File: src/rtl/muldiv_unit_pkg.sv
// Shared types, op codes and helpers for the iterative RV32M multiply/divide unit.
package muldiv_unit_pkg;

    localparam int unsigned N     = 32;
    localparam int unsigned CNT_W = $clog2(N) + 1;

    // RV32M funct3 codes, shared with the decoder
    localparam logic [2:0] MD_MUL    = 3'b000;
    localparam logic [2:0] MD_MULH   = 3'b001;
    localparam logic [2:0] MD_MULHSU = 3'b010;
    localparam logic [2:0] MD_MULHU  = 3'b011;
    localparam logic [2:0] MD_DIV    = 3'b100;
    localparam logic [2:0] MD_DIVU   = 3'b101;
    localparam logic [2:0] MD_REM    = 3'b110;
    localparam logic [2:0] MD_REMU   = 3'b111;

    localparam logic [N-1:0] INT_MIN = {1'b1, {(N-1){1'b0}}};

    typedef enum logic [1:0] {
        ST_IDLE = 2'd0,
        ST_CALC = 2'd1,
        ST_FIX  = 2'd2,
        ST_DONE = 2'd3
    } md_state_t;

    // Request captured on accept: op plus operand magnitudes and signs
    typedef struct packed {
        logic [2:0]   op;
        logic         a_neg;
        logic         b_neg;
        logic [N-1:0] a_mag;
        logic [N-1:0] b_mag;
    } md_req_t;

    // rs1 is signed for every op except MULHU, DIVU and REMU
    function automatic logic op_signed_a(input logic [2:0] f);
        return (f == MD_MUL) || (f == MD_MULH) || (f == MD_MULHSU) ||
               (f == MD_DIV) || (f == MD_REM);
    endfunction

    // rs2 is signed only for MUL, MULH, DIV and REM
    function automatic logic op_signed_b(input logic [2:0] f);
        return (f == MD_MUL) || (f == MD_MULH) || (f == MD_DIV) || (f == MD_REM);
    endfunction

endpackage

File: src/rtl/muldiv_unit_md_step.sv
// One combinational iteration: shift-add multiply step or restoring divide step.
module md_step
    import muldiv_unit_pkg::*;
(
    input  logic [N-1:0] acc,
    input  logic         bit_in,
    input  logic [N-1:0] operand,
    input  logic         mode,
    output logic [N:0]   acc_next,
    output logic         q_bit
);

    logic [N:0] addend;
    logic [N:0] sum;
    logic [N:0] shifted;
    logic [N:0] trial;

    // mode=0: add multiplicand when multiplier bit set; mode=1: shift in dividend bit and trial-subtract
    always_comb begin
        acc_next = '0;
        q_bit    = 1'b0;
        addend   = bit_in ? {1'b0, operand} : '0;
        sum      = {1'b0, acc} + addend;
        shifted  = {acc, bit_in};
        trial    = shifted - {1'b0, operand};
        if (mode) begin
            q_bit    = ~trial[N];
            acc_next = trial[N] ? shifted : trial;
        end else begin
            acc_next = sum;
        end
    end

endmodule

File: src/rtl/muldiv_unit.sv
// Iterative RV32M multiply/divide unit: fixed N+2 cycle latency, busy/done handshake.
module muldiv_unit
    import muldiv_unit_pkg::*;
(
    input  logic         clk,
    input  logic         rst,
    input  logic         start,
    input  logic [2:0]   op,
    input  logic [N-1:0] A,
    input  logic [N-1:0] B,
    output logic         busy,
    output logic         done,
    output logic [N-1:0] result
);

    localparam logic [CNT_W-1:0] LAST_ITER = CNT_W'(N - 1);

    md_state_t      state;
    md_state_t      state_next;
    md_req_t        req;
    md_req_t        req_c;
    logic [N-1:0]   hi;
    logic [N-1:0]   lo;
    logic [CNT_W-1:0] cnt;
    logic           accept_c;

    logic [N:0]     step_acc;
    logic           step_q;
    logic           mode;

    logic [2*N-1:0] prod;
    logic [2*N-1:0] prod_fix;
    logic           sign_diff;
    logic [N-1:0]   quo_fix;
    logic [N-1:0]   rem_fix;
    logic [N-1:0]   orig_a;
    logic           div_zero;
    logic           div_ovf;
    logic [N-1:0]   fix_result_c;

    assign accept_c = start && ((state == ST_IDLE) || (state == ST_DONE));
    assign mode     = req.op[2];

    // Decode incoming request into signs and magnitudes
    always_comb begin
        req_c       = '0;
        req_c.op    = op;
        req_c.a_neg = op_signed_a(op) & A[N-1];
        req_c.b_neg = op_signed_b(op) & B[N-1];
        req_c.a_mag = req_c.a_neg ? N'(-A) : A;
        req_c.b_mag = req_c.b_neg ? N'(-B) : B;
    end

    md_step u_step (
        .acc      (hi),
        .bit_in   (mode ? lo[N-1] : lo[0]),
        .operand  (mode ? req.b_mag : req.a_mag),
        .mode     (mode),
        .acc_next (step_acc),
        .q_bit    (step_q)
    );

    // State register
    always_ff @(posedge clk) begin
        if (rst) begin
            state <= ST_IDLE;
        end else begin
            state <= state_next;
        end
    end

    // Next-state logic
    always_comb begin
        state_next = state;
        case (state)
            ST_IDLE: if (start) state_next = ST_CALC;
            ST_CALC: if (cnt == LAST_ITER) state_next = ST_FIX;
            ST_FIX:  state_next = ST_DONE;
            ST_DONE: state_next = start ? ST_CALC : ST_IDLE;
            default: state_next = ST_IDLE;
        endcase
    end

    // Operand latch and iteration datapath; hi holds product-high/remainder, lo multiplier/quotient
    always_ff @(posedge clk) begin
        if (rst) begin
            req <= '0;
            hi  <= '0;
            lo  <= '0;
            cnt <= '0;
        end else if (accept_c) begin
            req <= req_c;
            hi  <= '0;
            lo  <= op[2] ? req_c.a_mag : req_c.b_mag;
            cnt <= '0;
        end else if (state == ST_CALC) begin
            if (mode) begin
                hi <= step_acc[N-1:0];
                lo <= {lo[N-2:0], step_q};
            end else begin
                hi <= step_acc[N:1];
                lo <= {step_acc[0], lo[N-1:1]};
            end
            cnt <= cnt + CNT_W'(1);
        end
    end

    // Sign correction and special-case selection applied in FIX
    always_comb begin
        fix_result_c = '0;
        prod         = {hi, lo};
        sign_diff    = req.a_neg ^ req.b_neg;
        prod_fix     = sign_diff ? (2*N)'(-prod) : prod;
        quo_fix      = sign_diff ? N'(-lo) : lo;
        rem_fix      = req.a_neg ? N'(-hi) : hi;
        orig_a       = req.a_neg ? N'(-req.a_mag) : req.a_mag;
        div_zero     = (req.b_mag == '0);
        div_ovf      = req.a_neg && req.b_neg && (req.a_mag == INT_MIN) && (req.b_mag == N'(1));
        case (req.op)
            MD_MUL:                        fix_result_c = prod_fix[N-1:0];
            MD_MULH, MD_MULHSU, MD_MULHU:  fix_result_c = prod_fix[2*N-1:N];
            MD_DIV, MD_DIVU:               fix_result_c = div_zero ? '1 : (div_ovf ? INT_MIN : quo_fix);
            MD_REM, MD_REMU:               fix_result_c = div_zero ? orig_a : (div_ovf ? '0 : rem_fix);
            default:                       fix_result_c = '0;
        endcase
    end

    // Registered handshake outputs and result capture at FIX->DONE
    always_ff @(posedge clk) begin
        if (rst) begin
            busy   <= 1'b0;
            done   <= 1'b0;
            result <= '0;
        end else begin
            busy <= (state_next == ST_CALC) || (state_next == ST_FIX);
            done <= (state_next == ST_DONE);
            if (state == ST_FIX) begin
                result <= fix_result_c;
            end
        end
    end

endmodule

File: config.mk
export PLATFORM = sky130hd
export DESIGN_NAME = muldiv_unit
export DESIGN_NICKNAME = d
export VERILOG_FILES = /design/src/rtl/muldiv_unit_pkg.sv /design/src/rtl/muldiv_unit_md_step.sv /design/src/rtl/muldiv_unit.sv
export SDC_FILE = /design/constraint.sdc
export NUM_CORES = 1
export LEC_CHECK = 0
export ABC_AREA = 1
export BUFFER_PORTS_ARGS = -buffer_cell sky130_fd_sc_hd__buf_2
export CAP_MARGIN = 15
export CORE_MARGIN = 1.5
export CORE_UTILIZATION = 50
export CTS_BUF_LIST = sky130_fd_sc_hd__clkbuf_8
export DETAILED_ROUTE_END_ITERATION = 10
export PLACE_DENSITY_LB_ADDON = 0.12
export SYNTH_ARGS = -nofsm -noshare
export SYNTH_HDL_FRONTEND = slang
export SYNTH_SLANG_ARGS = --single-unit
File: constraint.sdc
create_clock -name clk -period 8.4 [get_ports clk]
set_input_delay 0.84 -clock clk [delete_from_list [all_inputs] [get_ports clk]]
set_output_delay 0.84 -clock clk [all_outputs]
set_load 0.02 [all_outputs]
==> metrics.csv <==
stage,metric,value,unit
status,result of the run,"complete, no violations",
synthesis,cell with the most instances after synthesis,nand2_1,
clock_tree,total CTS buffers,17,
critical_path,Reg2Reg Capture Point,hi[19]$_SDFFE_PP0P_,
floorplanning,number of I/O pins,104,
clock_tree,Max H-tree Level,4,
detailed_routing,detailed-route DRC error count,0,
floorplanning,Core ar.,38500,µm²
sta,shortest period the worst path allows,4.88,ns
floorplanning,DIE AREA,40000,µm²
detailed_routing,number of iterations in the first detailed-routing pass,8,
global_route,initial antenna violation count,3,
detailed_routing,routed wire length per instance,23.1,µm
detailed_routing,routed vias,24700,
clock_tree,clock tree from TritonCTS,yes,
synthesis,async set-or-reset flop fraction in the synthesized netlist,0,%
sta,worst setup skew after layout,0.0284,ns
critical_path,Worst Path Arrival,5.34,ns
clock_tree,Max Root-Sink Buffers,2,
clock_tree,count of cells resized by post-cts repair,0,
floorplanning,die height,200,µm
min_path,Worst Hold Depth,2,
detailed_routing,Antenna Nets Post-Route,0,
clock_tree,clock slew seen by the registers of the worst setup and hold paths,0.12,ns
final_layout,Area Growth Syn to Fin,5.99,%
critical_path,crit-path max FO,103,
detailed_routing,average vias per placed instance,6.08,
final_layout,share of post-route cells with drive strength above 1,7.13,%
synthesis,cell area after synthesis,19400,µm²
sta,count of final hold-check violations,0,
synthesis,register bit total from synthesis,175,
floorplanning,initial core utilization,50.5,%
sta,Slew headroom,17.2,%
synthesis,dominant cell type by area after synthesis,nand2_1,
detailed_routing,post-detailed-routing wire length,93900,µm
sta,final setup fails,0,
synthesis,number of distinct library cells after synthesis,58,
synthesis,mean instance size in the synthesized netlist,5.52,µm²
job,max-capacitance violation count,0,
sta,TNS Setup,0,ns
synthesis,Post-Synthesis Net Count,3668,
synthesis,gate count after technology mapping,3519,
critical_path,kind of capture point of the worst setup path,flop,
clock_tree,Clock Root Buffer,clkbuf_8,
global_route,maximum number of pins on one net before global-route repair,104,
critical_path,minimum setup slack among reg-to-reg paths,3.52,ns
clock_tree,Sink Count,175,
clock_tree,later-pin clock latency in the skew report,0.56,ns
synthesis,Post-synth top cells,"nand2_1, inv_1, nor2_1",
critical_path,Reg2Reg Launch Point,mode$_SDFFE_PP0P_,
global_route,vias in the first global route,22600,
sta,final period utilization,58.1,%
synthesis,total of warnings raised by yosys,0,
synthesis,largest cells by area after synthesis,"nand2_1, dfxtp_1, nand3_1",
synthesis,Yosys top cell area share,20.6,%
final_layout,count of filler cells inserted in the layout,4130,
final_layout,count of nets after finishing,3686,
critical_path,type of the setup path with the least slack,flop to flop,
final_layout,number of diodes added for antenna fixing,0,
global_route,All-Layer GR Usage,46.7,%
pwr,power after layout,9.63,mW
floorplanning,row cnt,72,
sta,highest clock rate,205,MHz
detailed_routing,initial DRC count,3430,
sta,Slew @ Worst Pin,1.23,ns
pwr,Peak supply drop,290,µV
global_route,Congestion Overflow GR,0,
global_route,first-pass GRT wire length,137000,µm
min_path,min-delay worst type,flop to flop,
synthesis,dominant synthesized flop cell,dfxtp_1,
critical_path,worst-case reg-to-reg path depth,16,
placed_design,detailed placement HPWL,75200,µm
pwr,leakage power,10.3,nW
pwr,PwrDens,468,nW/µm²
sta,final count of pins violating max slew,0,
clock_tree,Post-CTS Setup Inserts,0,
critical_path,required time of the worst setup path,8.85,ns
placed_design,Final Wtd Congestion,1.14,
critical_path,nature of the critical path startpoint,flop,
synthesis,part of the Yosys area used for sequential elements,18.0,%
floorplanning,Die Wd,200,µm
synthesis,count of flip-flops with a built-in enable after synthesis,0,
min_path,Worst Hold End,result[13]$_SDFFE_PP0N_,
placed_design,quantity of I/O buffers inserted on ports,103,
critical_path,Critical path origin,mode$_SDFFE_PP0P_,
min_path,Worst Hold Launch,result[13]$_SDFFE_PP0N_,
clock_tree,hold-fix buffer count after cts,0,
sta,RSZ-0062 raised after global routing,false,
-- through the flow --
| stage | hold slack, ns | cells | setup WS, ns | utilization [%] | instance area (µm²) |
|---|---|---|---|---|---|
| floorplan | 0.435 | 3519 | 5.16 | - | 19400 |
| CTS | 0.471 | 4066 | 3.68 | 53.5 | 20600 |
| global placement | 0.451 | 4034 | 3.81 | 52.4 | 20100 |
| global route | 0.492 | 4068 | 3.22 | 53.5 | 20600 |
| finish | 0.470 | 4068 | 3.52 | 53.5 | 20600 |
| detailed placement | 0.454 | 4034 | 3.69 | 52.4 | 20100 |
-- metal layers --
metal / up-vias / part of all wire, % / GRT usage [%]
li1: 11400 / - / -
met1: 11200 / 38 / 58.0
met2: 1710 / 40 / 67.5
met3: 441 / 12 / 13.0
met4: 4 / 9.6 / 37.7
met5: - / 0.023 / 0
-- worst max-delay path, cell delays in order, from the launching register on --
cell and delay, ns:
dfxtp_4 0.97, buf_4 0.72, o21ai_4 0.41, ha_1 0.38, fa_1 0.43, o21ai_2 0.23, nand2_1 0.09, nand2_2 0.10
nand2_1 0.07, nand2_2 0.09, nand2_2 0.08, nand2_1 0.09, nand2_1 0.07, nand2_2 0.60, o21ai_0 0.20, nand3_1 0.11
a21oi_1 0.08
-- power breakdown --
group	internal, mW	switching, mW	leakage, nW
Clock	0.256	0.423	0.213
Sequential	1.08	0.503	1.43
Combinational	2.01	5.36	8.63
Total	3.35	6.28	10.3
-- kinds of logic (layout without fill, tap and decap cells) --
group / Yosys count / count (layout) / share of synthesized area [%]
AOI/OAI and AO/OA: 608 / 608 / 17.1
xor gates and xnor gates: 100 / 100 / 4.51
adders and majority gates: 79 / 79 / 5.17
buffers and inverters: 567 / 598 / 11.6
DFF: 175 / 175 / 18.0
and+or+nand+nor: 1990 / 1990 / 43.5
-- state kept, by name (all words and copies together) (netlist names), 2 cells and up --
signal,cells
cnt,6
hi,32
lo,32
result,32
req,68
state,2
-- cell type report --
| class | instances | area, µm² | area share [%] |
|---|---|---|---|
| Inverter | 445 | 1670 | 8.12 |
| Clock inverter | 15 | 190 | 0.924 |
| Multi-Input combinational cell | 2777 | 13700 | 66.5 |
| Tap cell | 518 | 648 | 3.15 |
| Clock buffer | 17 | 234 | 1.14 |
| Sequential cell | 175 | 3510 | 17.0 |
| Timing Repair Buffer | 121 | 651 | 3.16 |
-- worst max path at each step --
| stage | endpoint | depth (start not counted) |
|---|---|---|
| 3_5_place_dp | hi[19]$_SDFFE_PP0P_ | 16 |
| 4_1_cts | hi[19]$_SDFFE_PP0P_ | 16 |
| 5_1_grt | hi[25]$_SDFFE_PP0P_ | 16 |
| 2_1_floorplan | hi[23]$_SDFFE_PP0P_ | 22 |
| 3_3_place_gp | hi[19]$_SDFFE_PP0P_ | 16 |
| 6_report | hi[19]$_SDFFE_PP0P_ | 16 |
-- cell usage in the layout, fill, tap and decap left out, types with 7 or more instances in the layout --
master and count:
nand2_1 1065, inv_1 427, nor2_1 395, nand3_1 365
o21ai_0 295, a21oi_1 195, dfxtp_1 173, buf_2 103
xor2_1 87, ha_1 75, nand4_1 36, nor3_1 31
o211ai_1 31, nand3b_1 24, o22ai_1 22, nor2_2 20
clkbuf_8 17, buf_4 16, inv_2 14, nand2_2 14
xnor2_1 13, nand3_2 11, o21bai_1 11, o21ai_1 9
o21ai_2 8, o221ai_1 8, nor2_4 7, a31oi_1 7
Note: power is estimated with default switching activity, not from simulation.
